==> src/rtl/hba_gpio_debounce.sv <==
// Per-pin synchronizer plus STABLE/COUNTING debounce filter with optional edge pulses.
// Define GPIO_DEBOUNCE_EDGE_EN to build the pin_rise/pin_fall pulse logic; otherwise both are tied to 0.
module hba_gpio_debounce #(
  parameter int unsigned NUM_PINS        = 4,
  parameter int unsigned SYNC_STAGES     = 2,
  parameter int unsigned DEBOUNCE_CYCLES = 16,
  parameter int unsigned CNT_WIDTH       = $clog2(DEBOUNCE_CYCLES + 1)
) (
  input  logic                hba_clk,
  input  logic                hba_reset_n,
  input  logic                debounce_en,
  input  logic [NUM_PINS-1:0] pin_raw,
  output logic [NUM_PINS-1:0] pin_clean,
  output logic [NUM_PINS-1:0] pin_rise,
  output logic [NUM_PINS-1:0] pin_fall,
  output logic                pin_busy
);

  typedef enum logic {
    ST_STABLE   = 1'b0,
    ST_COUNTING = 1'b1
  } state_e;

  localparam logic [CNT_WIDTH-1:0] CNT_MAX = CNT_WIDTH'(DEBOUNCE_CYCLES);
  localparam logic [CNT_WIDTH-1:0] CNT_ONE = CNT_WIDTH'(1);

  logic [NUM_PINS-1:0]  sync_q [SYNC_STAGES];
  logic [NUM_PINS-1:0]  sync;
  state_e               state_q [NUM_PINS];
  state_e               state_d [NUM_PINS];
  logic [CNT_WIDTH-1:0] cnt_q [NUM_PINS];
  logic [CNT_WIDTH-1:0] cnt_d [NUM_PINS];
  logic [NUM_PINS-1:0]  load;
  logic [NUM_PINS-1:0]  clean_q, clean_d;
  logic                 busy_q, busy_d;

  assign sync = sync_q[SYNC_STAGES-1];

  always_ff @(posedge hba_clk or negedge hba_reset_n) begin
    if (!hba_reset_n) begin
      for (int unsigned s = 0; s < SYNC_STAGES; s++) sync_q[s] <= '0;
      for (int unsigned i = 0; i < NUM_PINS; i++) begin
        state_q[i] <= ST_STABLE;
        cnt_q[i]   <= '0;
      end
      clean_q <= '0;
      busy_q  <= 1'b0;
    end else begin
      sync_q[0] <= pin_raw;
      for (int unsigned s = 1; s < SYNC_STAGES; s++) sync_q[s] <= sync_q[s-1];
      for (int unsigned i = 0; i < NUM_PINS; i++) begin
        state_q[i] <= state_d[i];
        cnt_q[i]   <= cnt_d[i];
      end
      clean_q <= clean_d;
      busy_q  <= busy_d;
    end
  end

  // Bypass forces every pin STABLE and lets the clean level track sync directly.
  always_comb begin
    for (int unsigned i = 0; i < NUM_PINS; i++) begin
      state_d[i] = state_q[i];
      cnt_d[i]   = cnt_q[i];
      load[i]    = 1'b0;
      if (!debounce_en) begin
        state_d[i] = ST_STABLE;
        cnt_d[i]   = '0;
        load[i]    = 1'b1;
      end else begin
        unique case (state_q[i])
          ST_STABLE: begin
            if (sync[i] != clean_q[i]) begin
              state_d[i] = ST_COUNTING;
              cnt_d[i]   = CNT_ONE;
            end else begin
              cnt_d[i] = '0;
            end
          end
          ST_COUNTING: begin
            if (sync[i] == clean_q[i]) begin
              state_d[i] = ST_STABLE;
              cnt_d[i]   = '0;
            end else if (cnt_q[i] == CNT_MAX) begin
              state_d[i] = ST_STABLE;
              cnt_d[i]   = '0;
              load[i]    = 1'b1;
            end else begin
              cnt_d[i] = cnt_q[i] + CNT_ONE;
            end
          end
        endcase
      end
    end
  end

  always_comb begin
    clean_d = clean_q;
    busy_d  = 1'b0;
    for (int unsigned i = 0; i < NUM_PINS; i++) begin
      if (load[i]) clean_d[i] = sync[i];
      if (state_d[i] == ST_COUNTING) busy_d = 1'b1;
    end
  end

  assign pin_clean = clean_q;
  assign pin_busy  = busy_q;

`ifdef GPIO_DEBOUNCE_EDGE_EN
  logic [NUM_PINS-1:0] rise_q, fall_q;

  always_ff @(posedge hba_clk or negedge hba_reset_n) begin
    if (!hba_reset_n) begin
      rise_q <= '0;
      fall_q <= '0;
    end else begin
      rise_q <= clean_d & ~clean_q;
      fall_q <= ~clean_d & clean_q;
    end
  end

  assign pin_rise = rise_q;
  assign pin_fall = fall_q;
`else
  assign pin_rise = '0;
  assign pin_fall = '0;
`endif

endmodule
==> config.mk <==
export PLATFORM = sky130hd
export DESIGN_NAME = hba_gpio_debounce
export DESIGN_NICKNAME = d
export VERILOG_FILES = /design/src/rtl/hba_gpio_debounce.sv
export SDC_FILE = /design/constraint.sdc
export NUM_CORES = 1
export LEC_CHECK = 0
export CAP_MARGIN = 30
export CELL_PAD_IN_SITES_DETAIL_PLACEMENT = 0
export CELL_PAD_IN_SITES_GLOBAL_PLACEMENT = 2
export CORE_MARGIN = 2
export CORE_UTILIZATION = 39
export CTS_BUF_LIST = sky130_fd_sc_hd__clkbuf_16
export DETAILED_ROUTE_END_ITERATION = 12
export GPL_TIMING_DRIVEN = 0
export PLACE_DENSITY = 0.81
export REMOVE_ABC_BUFFERS = 1
export SLEW_MARGIN = 25
export SYNTH_ARGS = -nofsm -noshare
export SYNTH_HDL_FRONTEND = slang
export SYNTH_SLANG_ARGS = --single-unit
==> constraint.sdc <==
create_clock -name hba_clk -period 3.6 [get_ports hba_clk]
set_input_delay 0.36 -clock hba_clk [delete_from_list [all_inputs] [get_ports hba_clk]]
set_output_delay 0.36 -clock hba_clk [all_outputs]
set_load 0.1 [all_outputs]
==> results.md <==
* Post-synthesis sequential area ratio at a little under three fifths
* Initial antenna violation count at 0
* P_leak at ~0.86 nW
* Drt pass-1 iters at 2
* Setup tns final at 0 ns
* Clock skew at about 0.0037 ns
* Worst skew pair latency at about 0.28 ns
* GRT Max-Usage Layer: met2
* Cell Chain, Critical Path: clkdlybuf4s50_1
* Post-CTS Resized at 0
* DR DRC count at 0
* Die ar. at 0.00471 mm²
* Chip height at 68.6 µm
* Slew HR at roughly a third
* HP Class: input port to async pin
* Area leader, netlist: dfrtp_1
* Measured slew at the worst slew-check pin at 0.967 ns
* Via count at 990
* H-tree level count at 2
* Post-Syn Area at ~0.0016 mm²
* Row count at 23
* Grt met1 use at 14.9%
* Pwr Density at approximately 530 mW/mm²
* WP data required at 3.24 ns
* Vias in the first global route at around 1k
* TritonCTS clock tree: built
* Fillers at roughly 350
* #FFs+latches synth at 37
* Postcts setup bufs at 0
* Max-cap violations at 0
* Critical Path Sink Type: output pin
* Max-slew violations at 0
* Multiplexer area fraction after synthesis at under 10%
* R2r worst-path depth at 5
* Multi-input gate area at 603 µm²
* Fin crit share at between 60% and 70%
* Routability cong. at around 0.7
* Synthesis warning total at 0
* I/O Pins at 20
* Worst vdd ir at approximately 0.35 mV
* Cell variety after synth at 21
* Clk pin slew, worst setup/hold paths at around 0.05 ns
* Slowest CP cell: clkdlybuf4s50_1
* DP Wirelength at between 1.5 and 2 mm
* Post-cts hold buffer count at 0
* Final hold slack at ~0.016 ns
* Setup Viol. Count Final at 0
* Die width at a little under 70 µm
* Mapped Avg Cell Area at 11.6 µm²
* DRT Wirelength at 2.47 mm
* Initial Util at 40.7%
* Core area at ~0.0040 mm²
* Initial DRC count at between 40 and 50
* Post-synthesis adder-cell area fraction at around 6.1%
* Crit Path Class: flop to output pin
* Run status: finished clean
* Clock Path Buffers at 2
* Largest family of logic cells by synthesized area: simple AND/OR/NAND/NOR gates
* Crit path DAT at roughly 1.8 ns
* FF-to-FF setup slack at 2.14 ns
* GRT Resource Usage Total at 13.2%
* Min cycle time layout at 2.18 ns
* Top Family by Delay on Critical Path: buffers and inverters
* Final nets at 172
* Vias/cell at around 4.8
* Worst Setup Start Kind: flop
* Grt ovf at 0
* Layout cells sized above 1 at between 7 and 8%
* Largest net degree at the start of global routing at 23
* Drt wl/cell at ~12 µm
* Port bufs at 11
* Global-route track usage on met2 at 21.0%
* Compound-Gate Fraction of Synth Area at 5.23%
* Clk sinks at 37
* Max Clk Rate at between 400 and 500 MHz
* Top cell type's share of synthesized area at 56.9%
* Area Overhead vs Synth at 17.8%
* # diodes at 0
* RSZ-0062 raised after global routing: false
* CP max stage delay at ~1.2 ns
* Post-Synth XOR/XNOR Area at between 7 and 8%
* Simple-gate share of the synthesized area at a little over an eighth
* Register Area at ~930 µm²
* Levels on crit path at 1
* WP buf/inv at 1
* Cells after Synth at 140
* Num CTS Buffers at 5
* Crit path max fanout at 3
* Synth top area cells: dfrtp_1 (57%), ha_1 (6.1%), xor2_1 (5.9%)
* Endpoints failing hold at 0
* M3 GR Usage at approximately 5%
* Number of routed nets with antenna violations at 0
* First-pass GRT wire length at 4.41 mm
* Root Buffer: clkbuf_16
-- stage by stage --
stage | utilization [%] | power (mW) | instance area, µm² | setup slack [ns] | instances
after floorplan | - | 0.576 | 1590 | 1.95 | 138
after global placement | 44.0 | 0.615 | 1760 | 1.36 | 199
after detailed placement | 44.6 | 0.621 | 1780 | 1.70 | 200
after CTS | 47.9 | 1.03 | 1920 | 1.40 | 207
after global routing | 47.9 | 1.05 | 1920 | 1.38 | 207
final | 47.9 | 1.01 | 1920 | 1.42 | 207
-- sequential cells by signal (all words and copies together) (netlist names) --
| register | flops |
|---|---|
| pin_clean | 4 |
| sync_q | 4 |
| pin_busy | 1 |
| cnt_q | 20 |
| state_q | 4 |
| sync | 4 |
-- cell families after synthesis --
family	after synthesis
adders and majority gates	8
AOI/OAI and AO/OA	15
and+or+nand+nor	36
xor gates and xnor gates	14
DFF	37
buffers and inverters	25
other	1
muxes	4
-- power by group --
part	internal [mW]	switching, mW
Combinational	0.0366	0.121
Clock	0.247	0.148
Sequential	0.438	0.0171
-- final cells by class --
type	instances	share of cell area [%]
Clock buffer	5	6.53
Clock inverter	2	0.392
Inverter	16	3.13
Multi-Input combinational cell	85	31.5
Sequential cell	37	48.3
Tap cell	50	3.26
Timing Repair Buffer	12	6.92
-- Yosys cell counts (all sizes together) --
cell type	count
dfrtp	37
inv	16
nor2	11
xor2	11
buf	9
ha	8
nand3	8
a21oi	7
and4	4
mux2	4
nand4	4
o211ai	4
o21ai	4
nand2b	3
nand4bb	3
xnor2	3
nand3b	2
conb	1
nor4	1
-- cell usage in the layout, fill, tap and decap left out --
cell / instances
nand3_1: 7
and4_1: 4
nand3b_1: 2
nor2_1: 11
dfrtp_1: 37
mux2_2: 4
buf_2: 1
o21ai_0: 4
ha_1: 8
nand4bb_1: 3
o211ai_1: 4
clkbuf_16: 5
nand3_2: 1
nor4_1: 1
nand2b_1: 3
inv_1: 17
xor2_1: 11
a21oi_1: 7
xnor2_1: 3
buf_16: 1
conb_1: 8
clkdlybuf4s50_1: 10
clkinv_1: 1
nand4_1: 4
-- worst paths after layout --
| path | startpoint | end |
|---|---|---|
| worst max-delay path | pin_clean[3] | pin_clean[3] |
| worst min-delay path | hba_reset_n | pin_clean[0] |
| worst max register to register | cnt_q[0] | pin_clean[3] |
| worst min register to register | sync_q[7] | sync[3] |
| max in group asynchronous | hba_reset_n | cnt_q[4] |
| min in group hba_clk | sync_q[7] | sync[3] |
-- routing by layer --
layer / routed length (µm) / vias to the layer above
li1: - / 488
met1: 1120 / 480
met2: 1180 / 16
met3: 97 / 6
met4: 65 / 0
met5: 0 / -
Power figures use the tool's default switching activity.
==> edit: new RTL, same flow settings <==
Build with the macro `GPIO_DEBOUNCE_EDGE_EN` defined.
--- a/src/rtl/hba_gpio_debounce.sv
+++ b/src/rtl/hba_gpio_debounce.sv
@@ -1,4 +1,6 @@
 // Per-pin synchronizer plus STABLE/COUNTING debounce filter with optional edge pulses.
 // Define GPIO_DEBOUNCE_EDGE_EN to build the pin_rise/pin_fall pulse logic; otherwise both are tied to 0.
+`define GPIO_DEBOUNCE_EDGE_EN
+
 module hba_gpio_debounce #(
   parameter int unsigned NUM_PINS        = 4,
Function: changed (Yosys sat finds a counterexample within 4 cycles, from zero or initial values and one cycle with hba_reset_n low).
==> edit against the original RTL <==
  * Sequential share of layout area grew 1.4 points
  * Sequential cell count grew 8
  * Setup slack lost 44 ps
  * Routed wire length grew 30%
  * Final cell count grew 13%
  * Power grew 13%
  * Critical path depth is the same
  * Cell area grew 18%
  * Global-route usage grew 0.51 points
  * Via count grew 22%
  * Synthesized area grew 14%
  * Critical path type unchanged
  * Largest cell class unchanged
  * Largest power group unchanged
==> edit: results (changes against the original RTL) <==
status complete, no violations (unchanged); synth warn 0 (unchanged); DR vias 1203 (was 990); final net count 194 (was 172); Synth Instances 153 (was 140); routed wire length 3200 um (was 2470 um); global-route wire length before repair 5580 um (was 4410 um); Num CTS Buffers 5 (unchanged); Worst-Margin Slew 978 ps (was 967 ps); Worst R2R End pin_clean[1] (was pin_clean[3]); Hold WS 14.0 ps (was 15.9 ps); total track usage 13.7% (was 13.2%); area post-placement 0.00213 sq mm (was 0.00178 sq mm); First-pass DRT Iterations 4 (was 2); Final Skew 3.06 ps (was 3.69 ps); VDD IR max 282 uV (was 348 uV); Post-synth top flop dfrtp_1 (unchanged); number of global-route vias before repair 1264 (was 1023); PortBufs 19 (was 11); largest cells by area after synthesis dfrtp_1, ha_1, xor2_1 (unchanged); CP endpoint pin_clean[1] (was pin_clean[3]); top post-synthesis cells by count dfrtp_1, inv_1, a21oi_1, nor2_1, xor2_1 (was dfrtp_1, inv_1, nor2_1, xor2_1); post-synth cell types 25 (was 21); clk_lat worst skew 270 ps; Placed Cells 226 (was 200); clk slew on worst S/H paths 60 ps; arrival time of the worst setup path 1860 ps (was 1820 ps); reg-to-reg slack, setup 2120 ps (was 2140 ps); Worst Setup SP pin_clean[1] (was pin_clean[3]); Worst Path Max Fanout 5 (was 3); initial antenna violation count 0 (unchanged); Initial DRC Count 71 (was 41); largest net degree at the start of global routing 30 (was 23); H-tree Lvls 2 (unchanged); Setup Slack @ Placement 1670 ps (was 1700 ps); Max Freq 450 MHz (was 459 MHz); slowest stage delay, CP 1170 ps (was 1150 ps); CTS Root Cell clkbuf_16 (unchanged); post-DP HPWL 2360 um (was 1830 um); leakage 1.01 nW (was 0.863 nW); sequential-to-total area share from yosys stat 60.4% (was 56.9%); FILL cells 428 (was 354); antenna cells 0 (unchanged); Vias/cell 5.16 (was 4.78); Critical R2R Launch cnt_q[10] (was cnt_q[0]); ratio of cells with drive above 1 in the final layout 6.70% (was 7.64%); async set-reset flop share out of synthesis 100% (unchanged); Slowest cell on crit path clkdlybuf4s50_1 (unchanged); GPL Wtd Cong 0.689 (was 0.703)
[edit: where the power goes]
group	total [W]	switching [W]	internal, W
Clock	0.000410	0.000162	0.000248
Sequential	0.000553	0.0000214	0.000532
Combinational	0.000177	0.000128	0.0000488
[edit: worst min path at each step]
| stage | from | to | depth (start not counted) |
|---|---|---|---|
| 5_1_grt | hba_reset_n | pin_rise[0] | 1 |
| 3_5_place_dp | hba_reset_n | pin_rise[0] | 1 |
| 4_1_cts | hba_reset_n | pin_rise[0] | 1 |
| 2_1_floorplan | hba_reset_n | cnt_q[0] | 0 |
| 3_3_place_gp | sync_q[5] | sync[1] | 0 |
| 6_report | hba_reset_n | cnt_q[7] | 1 |
[edit: cells by family (layout without fill, tap and decap cells)]
kind of cell	Yosys count	count (layout)	synth area share (%)
flip-flops	45	45	60.4
multiplexers	4	4	2.62
AND/OR/NAND/NOR	46	46	15.7
buffers and inverters	19	45	3.89
AO/OA/AOI/OAI	19	19	6.31
adder cells (fa/ha/maj)	8	8	5.37
XOR/XNOR	12	12	5.64
[edit: worst reg2reg max path: stages (launching register included)]
cell and delay (ps):
dfrtp_1 410, inv_1 70, ha_1 160, nand2b_1 100, o31a_1 310, mux2_4 310
[edit: layer usage]
metal | track usage (%) | routed length, um | vias to the layer above | part of all wire (%)
met5 | 0 | 0 | - | 0
met4 | 4.94 | 34 | 0 | 1.1
met3 | 4.01 | 109 | 5 | 3.4
met2 | 22.4 | 1580 | 19 | 49
met1 | 17.3 | 1480 | 604 | 46
li1 | - | - | 575 | -
[edit: layout make-up]
class,count,area [sq um],area share [%]
multi-input combinational,89,664,29.4
inverter,18,67.6,2.99
clock inverter,2,7.51,0.332
timing repair buffer,20,205,9.07
clock buffer,5,125,5.53
sequential,45,1130,49.8
tap,54,67.6,2.99
